File: config.mk
export PLATFORM = sky130hd
export DESIGN_NAME = i2c_target
export DESIGN_NICKNAME = d
export VERILOG_FILES = /design/src/rtl/i2c_target.sv
export SDC_FILE = /design/constraint.sdc
export NUM_CORES = 1
export LEC_CHECK = 0
export BUFFER_PORTS_ARGS = -buffer_cell sky130_fd_sc_hd__buf_2
export CAP_MARGIN = 20
export CELL_PAD_IN_SITES_DETAIL_PLACEMENT = 0
export CELL_PAD_IN_SITES_GLOBAL_PLACEMENT = 2
export CORE_ASPECT_RATIO = 1.4
export CORE_MARGIN = 8
export CORE_UTILIZATION = 36
export DETAILED_ROUTE_END_ITERATION = 7
export GPL_TIMING_DRIVEN = 0
export PLACE_DENSITY = 0.92
export SYNTH_ARGS = -nofsm -noshare
export SYNTH_HDL_FRONTEND = slang
export SYNTH_SLANG_ARGS = --single-unit
File: constraint.sdc
create_clock -name clk -period 7.2 [get_ports clk]
set_input_delay 0.36 -clock clk [delete_from_list [all_inputs] [get_ports clk]]
set_output_delay 0.36 -clock clk [all_outputs]
set_load 0.005 [all_outputs]
File: src/rtl/i2c_target.sv
// I2C target endpoint: oversampled SCL/SDA, 7-bit address match, up to four
// bytes written into / read from a 32-bit word, most significant lane first.
`timescale 1ns/1ps
module i2c_target #(
    parameter int SYNC_STAGES = 2
) (
    input  logic        clk,
    input  logic        reset,
    input  logic [6:0]  own_addr,
    input  logic        scl_i,
    input  logic        sda_i,
    output logic        sda_o,
    output logic        sda_oe,
    input  logic [31:0] tx_data,
    output logic [31:0] rx_data,
    output logic [3:0]  rx_mask,
    output logic        rx_valid,
    output logic        tx_done,
    output logic        busy
);

    typedef enum logic [2:0] {
        IDLE, ADDR, ADDR_ACK, RX_BYTE, RX_ACK, TX_BYTE, TX_ACK, WAIT_STOP
    } state_t;

    state_t                 state;
    logic [SYNC_STAGES-1:0] scl_sync;
    logic [SYNC_STAGES-1:0] sda_sync;
    logic                   s_scl;
    logic                   s_sda;
    logic                   scl_q;
    logic                   sda_q;
    logic                   scl_rise;
    logic                   scl_fall;
    logic                   start_det;
    logic                   stop_det;
    logic [2:0]             bit_cnt;
    logic [1:0]             lane;
    logic [6:0]             shreg;
    logic                   phase;
    logic                   is_read;
    logic [31:0]            tx_word;
    logic [7:0]             tx_byte;
    logic [7:0]             in_byte;

    assign sda_o = 1'b0;

    // Synchronisers idle high so a reset never fabricates a bus condition.
    always_ff @(posedge clk) begin
        if (reset) begin
            scl_sync <= '1;
            sda_sync <= '1;
            scl_q    <= 1'b1;
            sda_q    <= 1'b1;
        end else begin
            scl_sync <= {scl_sync[SYNC_STAGES-2:0], scl_i};
            sda_sync <= {sda_sync[SYNC_STAGES-2:0], sda_i};
            scl_q    <= s_scl;
            sda_q    <= s_sda;
        end
    end

    assign s_scl    = scl_sync[SYNC_STAGES-1];
    assign s_sda    = sda_sync[SYNC_STAGES-1];
    assign scl_rise = s_scl & ~scl_q;
    assign scl_fall = ~s_scl & scl_q;
    // SCL must be high in both samples, so an SCL edge masks START/STOP.
    assign start_det = scl_q & s_scl & sda_q & ~s_sda;
    assign stop_det  = scl_q & s_scl & ~sda_q & s_sda;
    assign tx_byte   = tx_word[{lane, 3'b000} +: 8];
    assign in_byte   = {shreg, s_sda};

    always_ff @(posedge clk) begin
        if (reset) begin
            state    <= IDLE;
            sda_oe   <= 1'b0;
            rx_data  <= '0;
            rx_mask  <= '0;
            rx_valid <= 1'b0;
            tx_done  <= 1'b0;
            busy     <= 1'b0;
            bit_cnt  <= '0;
            lane     <= '0;
            shreg    <= '0;
            phase    <= 1'b0;
            is_read  <= 1'b0;
            tx_word  <= '0;
        end else begin
            rx_valid <= 1'b0;
            tx_done  <= 1'b0;
            if (start_det || stop_det) begin
                if (busy) begin
                    if (is_read)
                        tx_done <= 1'b1;
                    else if (rx_mask != 4'd0)
                        rx_valid <= 1'b1;
                end
                busy   <= 1'b0;
                sda_oe <= 1'b0;
                if (stop_det) begin
                    state <= IDLE;
                end else begin
                    state   <= ADDR;
                    bit_cnt <= 3'd7;
                end
            end else begin
                case (state)
                    ADDR: if (scl_rise) begin
                        shreg   <= in_byte[6:0];
                        bit_cnt <= bit_cnt - 3'd1;
                        if (bit_cnt == 3'd0) begin
                            if (shreg == own_addr) begin
                                state   <= ADDR_ACK;
                                phase   <= 1'b0;
                                busy    <= 1'b1;
                                is_read <= s_sda;
                                lane    <= 2'd3;
                                if (s_sda)
                                    tx_word <= tx_data;
                                else
                                    rx_mask <= '0;
                            end else begin
                                state <= WAIT_STOP;
                            end
                        end
                    end
                    ADDR_ACK: if (scl_fall) begin
                        if (!phase) begin
                            sda_oe <= 1'b1;
                            phase  <= 1'b1;
                        end else begin
                            phase   <= 1'b0;
                            bit_cnt <= 3'd7;
                            if (is_read) begin
                                state  <= TX_BYTE;
                                sda_oe <= ~tx_byte[7];
                            end else begin
                                state  <= RX_BYTE;
                                sda_oe <= 1'b0;
                            end
                        end
                    end
                    RX_BYTE: if (scl_rise) begin
                        shreg   <= in_byte[6:0];
                        bit_cnt <= bit_cnt - 3'd1;
                        if (bit_cnt == 3'd0) begin
                            // Lane 0 already filled: a fifth byte is refused.
                            if (lane == 2'd0 && rx_mask[0]) begin
                                state <= WAIT_STOP;
                            end else begin
                                rx_data[{lane, 3'b000} +: 8] <= in_byte;
                                rx_mask[lane] <= 1'b1;
                                state <= RX_ACK;
                                phase <= 1'b0;
                            end
                        end
                    end
                    RX_ACK: if (scl_fall) begin
                        if (!phase) begin
                            sda_oe <= 1'b1;
                            phase  <= 1'b1;
                        end else begin
                            sda_oe  <= 1'b0;
                            phase   <= 1'b0;
                            state   <= RX_BYTE;
                            bit_cnt <= 3'd7;
                            if (lane != 2'd0)
                                lane <= lane - 2'd1;
                        end
                    end
                    TX_BYTE: if (scl_fall) begin
                        if (bit_cnt == 3'd0) begin
                            sda_oe <= 1'b0;
                            state  <= TX_ACK;
                            phase  <= 1'b0;
                        end else begin
                            bit_cnt <= bit_cnt - 3'd1;
                            sda_oe  <= ~tx_byte[bit_cnt - 3'd1];
                        end
                    end
                    TX_ACK: begin
                        if (scl_rise) begin
                            if (!s_sda && lane != 2'd0) begin
                                lane  <= lane - 2'd1;
                                phase <= 1'b1;
                            end else begin
                                state <= WAIT_STOP;
                            end
                        end else if (scl_fall && phase) begin
                            state   <= TX_BYTE;
                            bit_cnt <= 3'd7;
                            phase   <= 1'b0;
                            sda_oe  <= ~tx_byte[7];
                        end
                    end
                    default: sda_oe <= 1'b0;
                endcase
            end
        end
    end

endmodule
==> results of run 1 <==
metal layers:
metal  vias to the layer above  global-route usage [%]  share of wire (%)
met4                         0                    8.69                2.6
met5                         -                       0                  0
met2                       117                    29.9                 52
li1                       2050                       -                  -
met3                        28                    4.48                5.8
met1                      1963                    17.6                 40
final timing paths:
check,start,end,cells after the start
setup / recovery,lane[0],lane[1],10
hold / removal,sda_i,sda_sync[0],2
setup reg to reg,lane[0],lane[1],10
hold reg to reg,scl_sync[0],scl_sync[1],1
flip-flops by register name, indices dropped and copies added, names as in the netlist:
register,cells
sda_q,1
is_read,1
sda_sync,2
tx_done,1
busy,1
bit_cnt,3
tx_word,32
sda_oe,1
shreg,7
rx_mask,4
scl_sync,2
lane,2
state,3
phase,1
rx_valid,1
rx_data,32
scl_q,1
power groups by stage:
| stage | Clock (W) | Combinational [W] | Sequential, W |
|---|---|---|---|
| after floorplan | 0 | 0.000197 | 0.000560 |
| after global placement | 0 | 0.000271 | 0.000565 |
| after detailed placement | 0 | 0.000273 | 0.000566 |
| after CTS | 0.000502 | 0.000274 | 0.000554 |
| after global routing | 0.000526 | 0.000304 | 0.000556 |
| final | 0.000494 | 0.000274 | 0.000554 |
logic make-up after synthesis:
family,after synthesis
and+or+nand+nor,219
AOI/OAI and AO/OA,99
DFF,95
buffers and inverters,50
muxes,46
adders and majority gates,10
xor gates and xnor gates,9
other,1
Yosys cell counts (2+ instances only):
cell,count
a41o_1,3
buf_1,2
a21oi_1,49
nor3b_1,5
nand3b_1,4
dfxtp_1,95
o22ai_1,3
o21ai_0,8
buf_6,7
nor2b_1,10
nand2_1,66
a32oi_1,2
o31ai_1,2
or4_1,3
o211ai_1,5
xor2_1,2
nor2_1,46
and4_1,2
and2_1,7
ha_1,10
buf_2,9
mux2_2,3
mux2i_1,35
nand3_1,41
o21ba_2,2
nor3_1,8
xnor2_1,3
nand4_1,2
xnor2_4,4
or2_2,6
clkbuf_1,19
mux4_2,8
nor4b_1,2
buf_4,3
a31oi_1,8
nor4_1,3
nand2b_1,3
a211oi_1,5
o2bb2ai_1,2
a21o_1,2
or3_1,2
inv_1,9
worst max-delay path, delay by kind of cell, from the launching register on:
kind | cells | cell delay, ps
AO/OA/AOI/OAI | 2 | 560
adder cells (fa/ha/maj) | 1 | 220
multiplexers | 1 | 300
flip-flops | 1 | 440
AND/OR/NAND/NOR | 2 | 540
buffers and inverters | 4 | 880
final cells by class:
| cell class | instances | area share (%) |
|---|---|---|
| Tap cell | 153 | 3.39 |
| Clock buffer | 11 | 4.30 |
| Inverter | 9 | 0.599 |
| Buffer | 41 | 4.08 |
| Sequential cell | 95 | 33.7 |
| Timing Repair Buffer | 82 | 7.28 |
| Clock inverter | 5 | 1.15 |
| Multi-Input combinational cell | 384 | 45.5 |
per-stage QoR:
step	area, sq um	setup slack [ps]
3_3_place_gp	5330	4200
3_5_place_dp	5330	4160
6_report	5640	4160
5_1_grt	5640	3870
2_1_floorplan	4730	4690
4_1_cts	5640	4140
==> impl_metrics.yaml, run 1 <==
status:
  outcome: "finished, final reports clean"
cts:
  cts_sinks: 95
  clk_pin_slew_worst_paths_ps: 70
  clockBufferDepth: 2
  cts_hold_buf: 0
  ctsResizeCount: 0
  clk_latency_ps: 350
  cts_buffers: 9
  h-tree-depth: 3
  cts_setup_buffers: 0
  cts_root_buf: "clkbuf_16"
  cts_tree: "yes"
power_and_ir_drop:
  switching_share_pct: 30.2
  p_switching_w: 0.000399
  p_total_w: 0.00132
  vdd_drop_max_mv: 0.109
  clock_power_share_pct: 37.4
  p_comb_share_pct: 20.7
  powerDensity_nw_per_um2: 234
  p_int_w: 0.000923
  p_leak_nw: 2.10
  p_seq_share_pct: 41.9
detailed_routing:
  drc: 0
  firstDrtPassIters: 4
  route.vias.total: 4158
  wl_um: 13900
  wl_per_cell_um: 17.8
  drt_iter0_markers: 217
  ant_nets: 0
  vias_per_cell: 5.33
yosys:
  synth.distinct_cells: 61
  yosys.area_share.simple_pct: 23.4
  synth_compound_area_share_pct: 13.0
  yosys.area.top_type: "dfxtp_1"
  synth_seq_cells: 95
  synth-warning-count: 0
  netlist_area_sq_um: 4730
  synth_flop_cell: "dfxtp_1"
  netlist_instances: 529
  avgSynthCellArea_sq_um: 8.94
  synth_seq_area_share_pct: 40.2
  synth_top_area_share_pct: 40.2
  synth_area_leaders: "dfxtp_1 (40%), mux2i_1 (7.4%), nand2_1 (5.2%), a21oi_1 (5.2%), nand3_1 (4.3%)"
  synth-edff-count: 0
  synth-async-reset-ratio_pct: 0
  synth_xor_area_share_pct: 3.25
  synth_fp_nets: 582
  synth_adder_area_share_pct: 2.64
  synth_top_family_by_area: "simple AND/OR/NAND/NOR gates"
  synth_mux_area_share_pct: 11.9
finish:
  final_util_pct: 43.8
  multi_input_area_sq_um: 2560
  layout_common_cells: "dfxtp_1 (95), buf_2 (91), nand2_1 (66)"
  antenna_cells: 0
  n_fill_cell: 1318
  layout-drive-gt1-share_pct: 23.0
  final_common_cell: "dfxtp_1"
  finalNonFillerCells: 780
  seq_area_sq_um: 1900
  final_nets: 675
  syn_to_final_growth_pct: 19.2
setup_path:
  cp.required_ps: 7440
  arrival_ps: 3290
  rrSetupSlack_ps: 4160
  path_cells: "buf_2 > buf_4 > inv_1 > ha_1 > buf_2 > nor4b_1 > nor2_1 > a311oi_1 > o21ai_0 > mux2_2"
  cp_slowest_cell: "dfxtp_1"
  critPathMaxStageDelay_ps: 440
  start_kind: "register"
  crit_path_frequent_cell: "buf_2"
  crit_type: "reg2reg"
  cp_max_fo: 10
  cp-end-kind: "register"
floorplanning:
  die_w_um: 113
  ios: 84
  floorplan.core_area_sq_um: 12900
  start_util_pct: 36.7
  die_height_um: 152
  rows: 49
  die_area_sq_um: 17100
global_route:
  grt_util_all_layers_pct: 16.7
  grt_pass1_wl_um: 22600
  grt_pass1_vias: 4303
  grt_max_degree: 17
  antenna_found_initial: 0
  grt_remaining_overflow: 0
timing:
  fin_setup_tns_ps: 0
  fin_skew_ps: 10.7
  hold_violations: 0
  tightestPinTransition_ps: 929
  rsz0062_at_grt: "no"
  max_slew_margin_pct: 37.9
  fmax_mhz: 329
  hold_ws_ps: 198
  fin_crit_ps: 3040
  setup_violations: 0
  drv_slew: 0
  finalCritPeriodShare_pct: 42.3
hold_path:
  min_path_type: "in2reg"
placed_design:
  io_buffers: 82
  place_inst: 764
  gp_congestion: 0.903
  hpwl_um: 10600
run:
  drv_cap: 0
Note: power is estimated with default switching activity, not from simulation.
==> run 2: changes to the inputs <==
- ABC_AREA: unset -> 1
- CORE_UTILIZATION: 36 -> 28
- PLACE_DENSITY: 0.92 -> 0.84
- clock period: 7.2 -> 2.6 ns (I/O delays scaled with it)
==> run 2 against run 1 <==
  * Area after synthesis decreased by 1.8%
  * Core utilization down 9.1 points
  * Clock-buffer cell count decreased by 1
  * Cell count rose by 23%
==> impl_metrics.yaml, run 2 <==
cts:
  cts_tree: "yes"
  cts_buffers: 9
  cts_root_buf: "clkbuf_16"
  cts_sinks: 95
  clk_latency_ps: 360
  clk_pin_slew_worst_paths_ps: 70
  clockBufferDepth: 2
  cts_setup_buffers: 0
  h-tree-depth: 3
yosys:
  synth_seq_cells: 95
  synth_fp_nets: 714
  synth-edff-count: 0
  yosys.area.top_type: "dfxtp_1"
  avgSynthCellArea_sq_um: 7.03
  synthTopCellsByCount: "nand2_1 (97), dfxtp_1 (95), inv_1 (91), a21oi_1 (82), o21ai_0 (70)"
  synth-warning-count: 0
  synth_flop_cell: "dfxtp_1"
  synth_adder_area_share_pct: 2.69
  synth_xor_area_share_pct: 1.51
  netlist_instances: 661
  synth_mux_area_share_pct: 0
  synth_compound_area_share_pct: 18.4
  synth_seq_area_share_pct: 40.9
  yosys.area_share.simple_pct: 24.9
  synth.distinct_cells: 39
  synth_top_area_share_pct: 40.9
  netlist_area_sq_um: 4650
  synth-async-reset-ratio_pct: 0
  yosysMostFrequentCell: "nand2_1"
  synth_top_family_by_area: "simple AND/OR/NAND/NOR gates"
  synth_area_leaders: "dfxtp_1 (41%), a21oi_1 (8.8%), nand2_1 (7.8%), o21ai_0 (7.5%), inv_1 (7.4%)"
timing:
  max_slew_margin_pct: 60.2
  fmax_mhz: 416
  setup_violations: 0
  rsz0062_at_grt: "yes"
  tightestPinTransition_ps: 597
  fin_crit_ps: 2410
  finalCritPeriodShare_pct: 92.6
  hold_violations: 0
  fin_skew_ps: 13.7
  drv_slew: 0
floorplanning:
  ios: 84
  die_area_sq_um: 21000
  rows: 55
  die_height_um: 168
  die_w_um: 125
  floorplan.core_area_sq_um: 16200
  start_util_pct: 28.6
detailed_routing:
  vias_per_cell: 4.70
  ant_nets: 0
  firstDrtPassIters: 5
  wl_per_cell_um: 15.1
  wl_um: 14500
  drt_iter0_markers: 232
  drc: 0
  route.vias.total: 4506
finish:
  largest_registers: "rx_data x32, tx_word x32, shreg x7"
  syn_to_final_growth_pct: 21.3
  multi_input_area_sq_um: 2210
  final_util_pct: 34.7
  n_fill_cell: 1780
  seq_area_sq_um: 1900
  layout-drive-gt1-share_pct: 18.7
  layout_common_cells: "nand2_1 (97), dfxtp_1 (94), inv_1 (91), buf_2 (91), a21oi_1 (82)"
  antenna_cells: 0
  final_nets: 809
  final_common_cell: "nand2_1"
setup_path:
  r2r-end: "rx_data[6]"
  cp.required_ps: 2840
  reg2reg_from: "lane[0]"
  rrSetupSlack_ps: 190
  start_kind: "register"
  cp-end-kind: "register"
  cp-endpoint: "rx_data[6]"
  startpoint: "lane[0]"
  r2r_cells: 11
  cp_max_fo: 13
  arrival_ps: 2640
  crit_type: "reg2reg"
power_and_ir_drop:
  p_comb_share_pct: 36.7
  clock_power_share_pct: 29.2
  powerDensity_nw_per_um2: 844
  p_int_w: 0.00285
  switching_share_pct: 40.1
  p_seq_share_pct: 34.2
  p_total_w: 0.00476
  p_switching_w: 0.00191
  p_leak_nw: 2.41
  vdd_drop_max_mv: 0.286
global_route:
  grt_remaining_overflow: 0
  grt_pass1_wl_um: 23100
  grt_max_degree: 17
  antenna_found_initial: 0
  grt_util_all_layers_pct: 13.9
  grt_pass1_vias: 4531
placed_design:
  io_buffers: 82
  gp_congestion: 0.884
  hpwl_um: 11400
status:
  outcome: "finished, final reports clean"
hold_path:
  min_path_type: "in2reg"
  hold_start: "tx_data[14]"
run:
  drv_cap: 0
-- run 2: final cells by class --
class | count | area share [%]
Clock buffer | 10 | 4.24
Tap cell | 199 | 4.42
Clock inverter | 5 | 1.15
Sequential cell | 95 | 33.8
Inverter | 98 | 6.59
Buffer | 29 | 2.93
Timing Repair Buffer | 84 | 7.64
Multi-Input combinational cell | 439 | 39.3
-- run 2: through the flow --
stage	std cells	instance area (sq um)	setup TNS [ps]	hold WS [ps]	setup WS, ps
after floorplan	661	4650	0	234	428
after global placement	942	5310	-843	321	-100
after detailed placement	942	5310	-891	319	-109
after CTS	959	5630	0	36.2	38.3
after global routing	959	5640	-6.07	69.6	-4.18
final	959	5640	0	48.6	194
-- run 2: critical path, stage by stage, from the launching register on --
cell	delay, ps
dfxtp_2	410
clkinv_2	150
buf_2	250
ha_1	220
buf_2	170
nand2_1	110
nand2_1	90
nor2_4	150
nand3_1	220
buf_2	260
o21ai_1	170
a21oi_1	70
-- run 2: worst min path at each step --
| stage | to | slack [ps] | cells past startpoint |
|---|---|---|---|
| after floorplan | scl_sync[0] | 230 | 1 |
| after global placement | scl_sync[0] | 320 | 2 |
| after detailed placement | scl_sync[0] | 320 | 2 |
| after CTS | tx_word[14] | 40 | 3 |
| after global routing | tx_word[14] | 70 | 3 |
| final | tx_word[14] | 50 | 3 |
-- run 2: what timing repair did --
item                                    CTS  global route
hold buffers                              2             0
endpoints found under the setup margin   17            24
gates resized for setup                   2             2
hold endpoints to repair                  2             0
cloned                                    0             0
pin swaps                                 0             1
-- run 2: cell families after synthesis --
kind of cell / after synthesis
xor+xnor: 8
fa+ha+maj: 10
simple gates: 255
other cells: 1
compound gates: 165
buf+inv: 127
flops: 95
-- run 2: metal layers --
metal  vias up  GRT usage [%]  routed length (um)
met4         0           6.06                 354
met1      2051           15.2                6270
met2        98           25.0                7280
met5         -              0                   0
li1       2338              -                   -
met3        19           3.32                 629
-- run 2: power groups by stage --
stage	clock, W	sequential, W	combinational, W
after global routing	0.00148	0.00163	0.00199
after CTS	0.00143	0.00162	0.00174
final	0.00139	0.00162	0.00174
after floorplan	0	0.00162	0.00129
after global placement	0	0.00165	0.00172
after detailed placement	0	0.00165	0.00172
==> run 3: changes to the inputs <==
- CORE_UTILIZATION: 28 -> 29
- CTS_BUF_LIST: unset -> sky130_fd_sc_hd__clkbuf_8
- PLACE_DENSITY: 0.84 -> 0.86
- TNS_END_PERCENT: unset -> 5
==> run 3 against run 2 <==
  * Sequential share of layout area shrank 0.47 points
  * Largest power group unchanged
  * Routed wire length shrank 0.19%
  * Critical path depth stayed put
  * First-iteration DRC count is 27% lower
  * Clock power shrank 25%
==> impl_metrics.yaml, run 3 (synthesized netlist as in run 2, its figures left out) <==
power_and_ir_drop:
  vdd_drop_max_mv: 0.260
  p_leak_nw: 2.44
  p_switching_w: 0.00189
  p_int_w: 0.00255
  p_comb_share_pct: 40.0
  switching_share_pct: 42.6
  p_seq_share_pct: 36.5
  powerDensity_nw_per_um2: 778
  clock_power_share_pct: 23.5
timing:
  drv_slew: 0
  rsz0062_at_grt: "yes"
  fin_ws_ps: 149
  hold_violations: 0
  fin_setup_tns_ps: 0
  fin_skew_ps: 14.5
  tightestPinTransition_ps: 662
  finalCritPeriodShare_pct: 94.3
  fmax_mhz: 408
  setup_violations: 0
  max_slew_margin_pct: 55.5
  fin_crit_ps: 2450
global_route:
  grt_pass1_wl_um: 23500
  antenna_found_initial: 0
  grt_max_degree: 18
  grt_remaining_overflow: 0
  grt_pass1_vias: 4750
  grt_util_all_layers_pct: 14.8
setup_path:
  rrSetupSlack_ps: 150
  cp_max_fo: 13
  start_kind: "register"
  path_delay_family: "buffers and inverters"
  arrival_ps: 2740
  startpoint: "lane[0]"
  r2r-end: "rx_data[7]"
  path_cells: "clkinv_2 > clkbuf_4 > ha_1 > buf_2 > nand2_1 > nand2_1 > nor2_4 > nand3_1 > buf_2 > o21ai_1 > a21oi_1"
  crit_type: "reg2reg"
  cp-end-kind: "register"
  r2r_cells: 11
  cp_slowest_cell: "dfxtp_2"
  cp_num_buf_inv: 4
  cp.depth: 11
  cp.required_ps: 2880
  critPathMaxStageDelay_ps: 420
  reg2reg_from: "lane[0]"
  cp-endpoint: "rx_data[7]"
cts:
  clk_pin_slew_worst_paths_ps: 100
  cts_sinks: 95
  cts_buffers: 9
  clk_latency_ps: 400
  clockBufferDepth: 2
  h-tree-depth: 3
  cts_root_buf: "clkbuf_8"
  cts_tree: "yes"
finish:
  largest_registers: "rx_data x32, tx_word x32, shreg x7"
  final_util_pct: 36.0
  final_area_sq_um: 5720
  antenna_cells: 0
  final_nets: 826
  syn_to_final_growth_pct: 23.0
  layout-drive-gt1-share_pct: 18.5
  layout_common_cells: "nand2_1 (97), dfxtp_1 (94), inv_1 (92)"
  final_common_cell: "nand2_1"
floorplanning:
  start_util_pct: 29.2
  rows: 55
  floorplan.core_area_sq_um: 15900
  die_w_um: 123
  ios: 84
  die_area_sq_um: 20400
  die_height_um: 166
detailed_routing:
  drt_iter0_markers: 169
  ant_nets: 0
  drc: 0
  wl_um: 14500
  wl_per_cell_um: 14.8
  route.vias.total: 4602
  vias_per_cell: 4.71
  firstDrtPassIters: 5
placed_design:
  io_buffers: 82
  placed_cell_area_sq_um: 5310
  hpwl_um: 11400
  gp_congestion: 0.870
  place_ws_ps: -149
hold_path:
  min_path_type: "in2reg"
run:
  drv_cap: 0
status:
  outcome: "finished, final reports clean"
-- run 3: cell types whose count changed in the layout (fill, tap and decap cells not counted), sizes merged --
cell,delta
buf,-1
dlygate4sd3,+17
inv,+2
clkinvlp,+1
clkinv,-1
-- run 3: layout make-up --
| cell class | count | area (sq um) |
|---|---|---|
| clock inverter | 7 | 81.3 |
| tap | 199 | 249 |
| timing repair buffer | 101 | 601 |
| fill | 1708 | 10200 |
| sequential | 95 | 1900 |
| clock buffer | 9 | 124 |
| inverter | 98 | 372 |
| buffer | 29 | 169 |
| multi-input combinational | 439 | 2220 |
-- run 3: per-stage QoR --
step	hold slack [ps]	power, W	cells
after floorplan	234	0.00291	661
final	22.2	0.00444	977
after global placement	320	0.00337	942
after CTS	0.353	0.00448	977
after global routing	32.9	0.00479	977
after detailed placement	324	0.00339	942
-- run 3: power by group through the flow --
stage / registers [W] / clock network (W) / logic [W]
after floorplan: 0.00162 / 0 / 0.00129
after global placement: 0.00165 / 0 / 0.00172
after detailed placement: 0.00165 / 0 / 0.00173
after CTS: 0.00162 / 0.00109 / 0.00177
after global routing: 0.00163 / 0.00114 / 0.00201
final: 0.00162 / 0.00104 / 0.00178
-- run 3: how the worst min path moves through the flow --
stage	start	end	cells after the start
2_1_floorplan	scl_i	scl_sync[0]	1
3_3_place_gp	scl_i	scl_sync[0]	2
3_5_place_dp	scl_i	scl_sync[0]	2
4_1_cts	tx_data[4]	tx_word[4]	3
5_1_grt	reset	sda_sync[1]	2
6_report	tx_data[4]	tx_word[4]	3
-- run 3: per-layer routing --
layer / track usage (%) / wire [um] / vias to the layer above
li1: - / - / 2363
met1: 16.3 / 6020 / 2113
met2: 25.5 / 7270 / 98
met3: 3.54 / 706 / 28
met4: 7.36 / 496 / 0
met5: 0 / 0 / -
-- run 3: worst register-to-register path, cell delays in order, from the launching register on --
cell      delay, ps
dfxtp_2         420
clkinv_2        170
clkbuf_4        260
ha_1            220
buf_2           170
nand2_1         120
nand2_1         100
nor2_4          160
nand3_1         230
buf_2           260
o21ai_1         170
a21oi_1          70
-- run 3: what timing repair did --
action                     4_1_cts  5_1_grt
hold endpoints to repair        19        0
pin swaps                        0        1
gates resized for setup          2        6
setup buffers                    0        0
setup endpoints to repair       27       32
hold buffers                    19        0
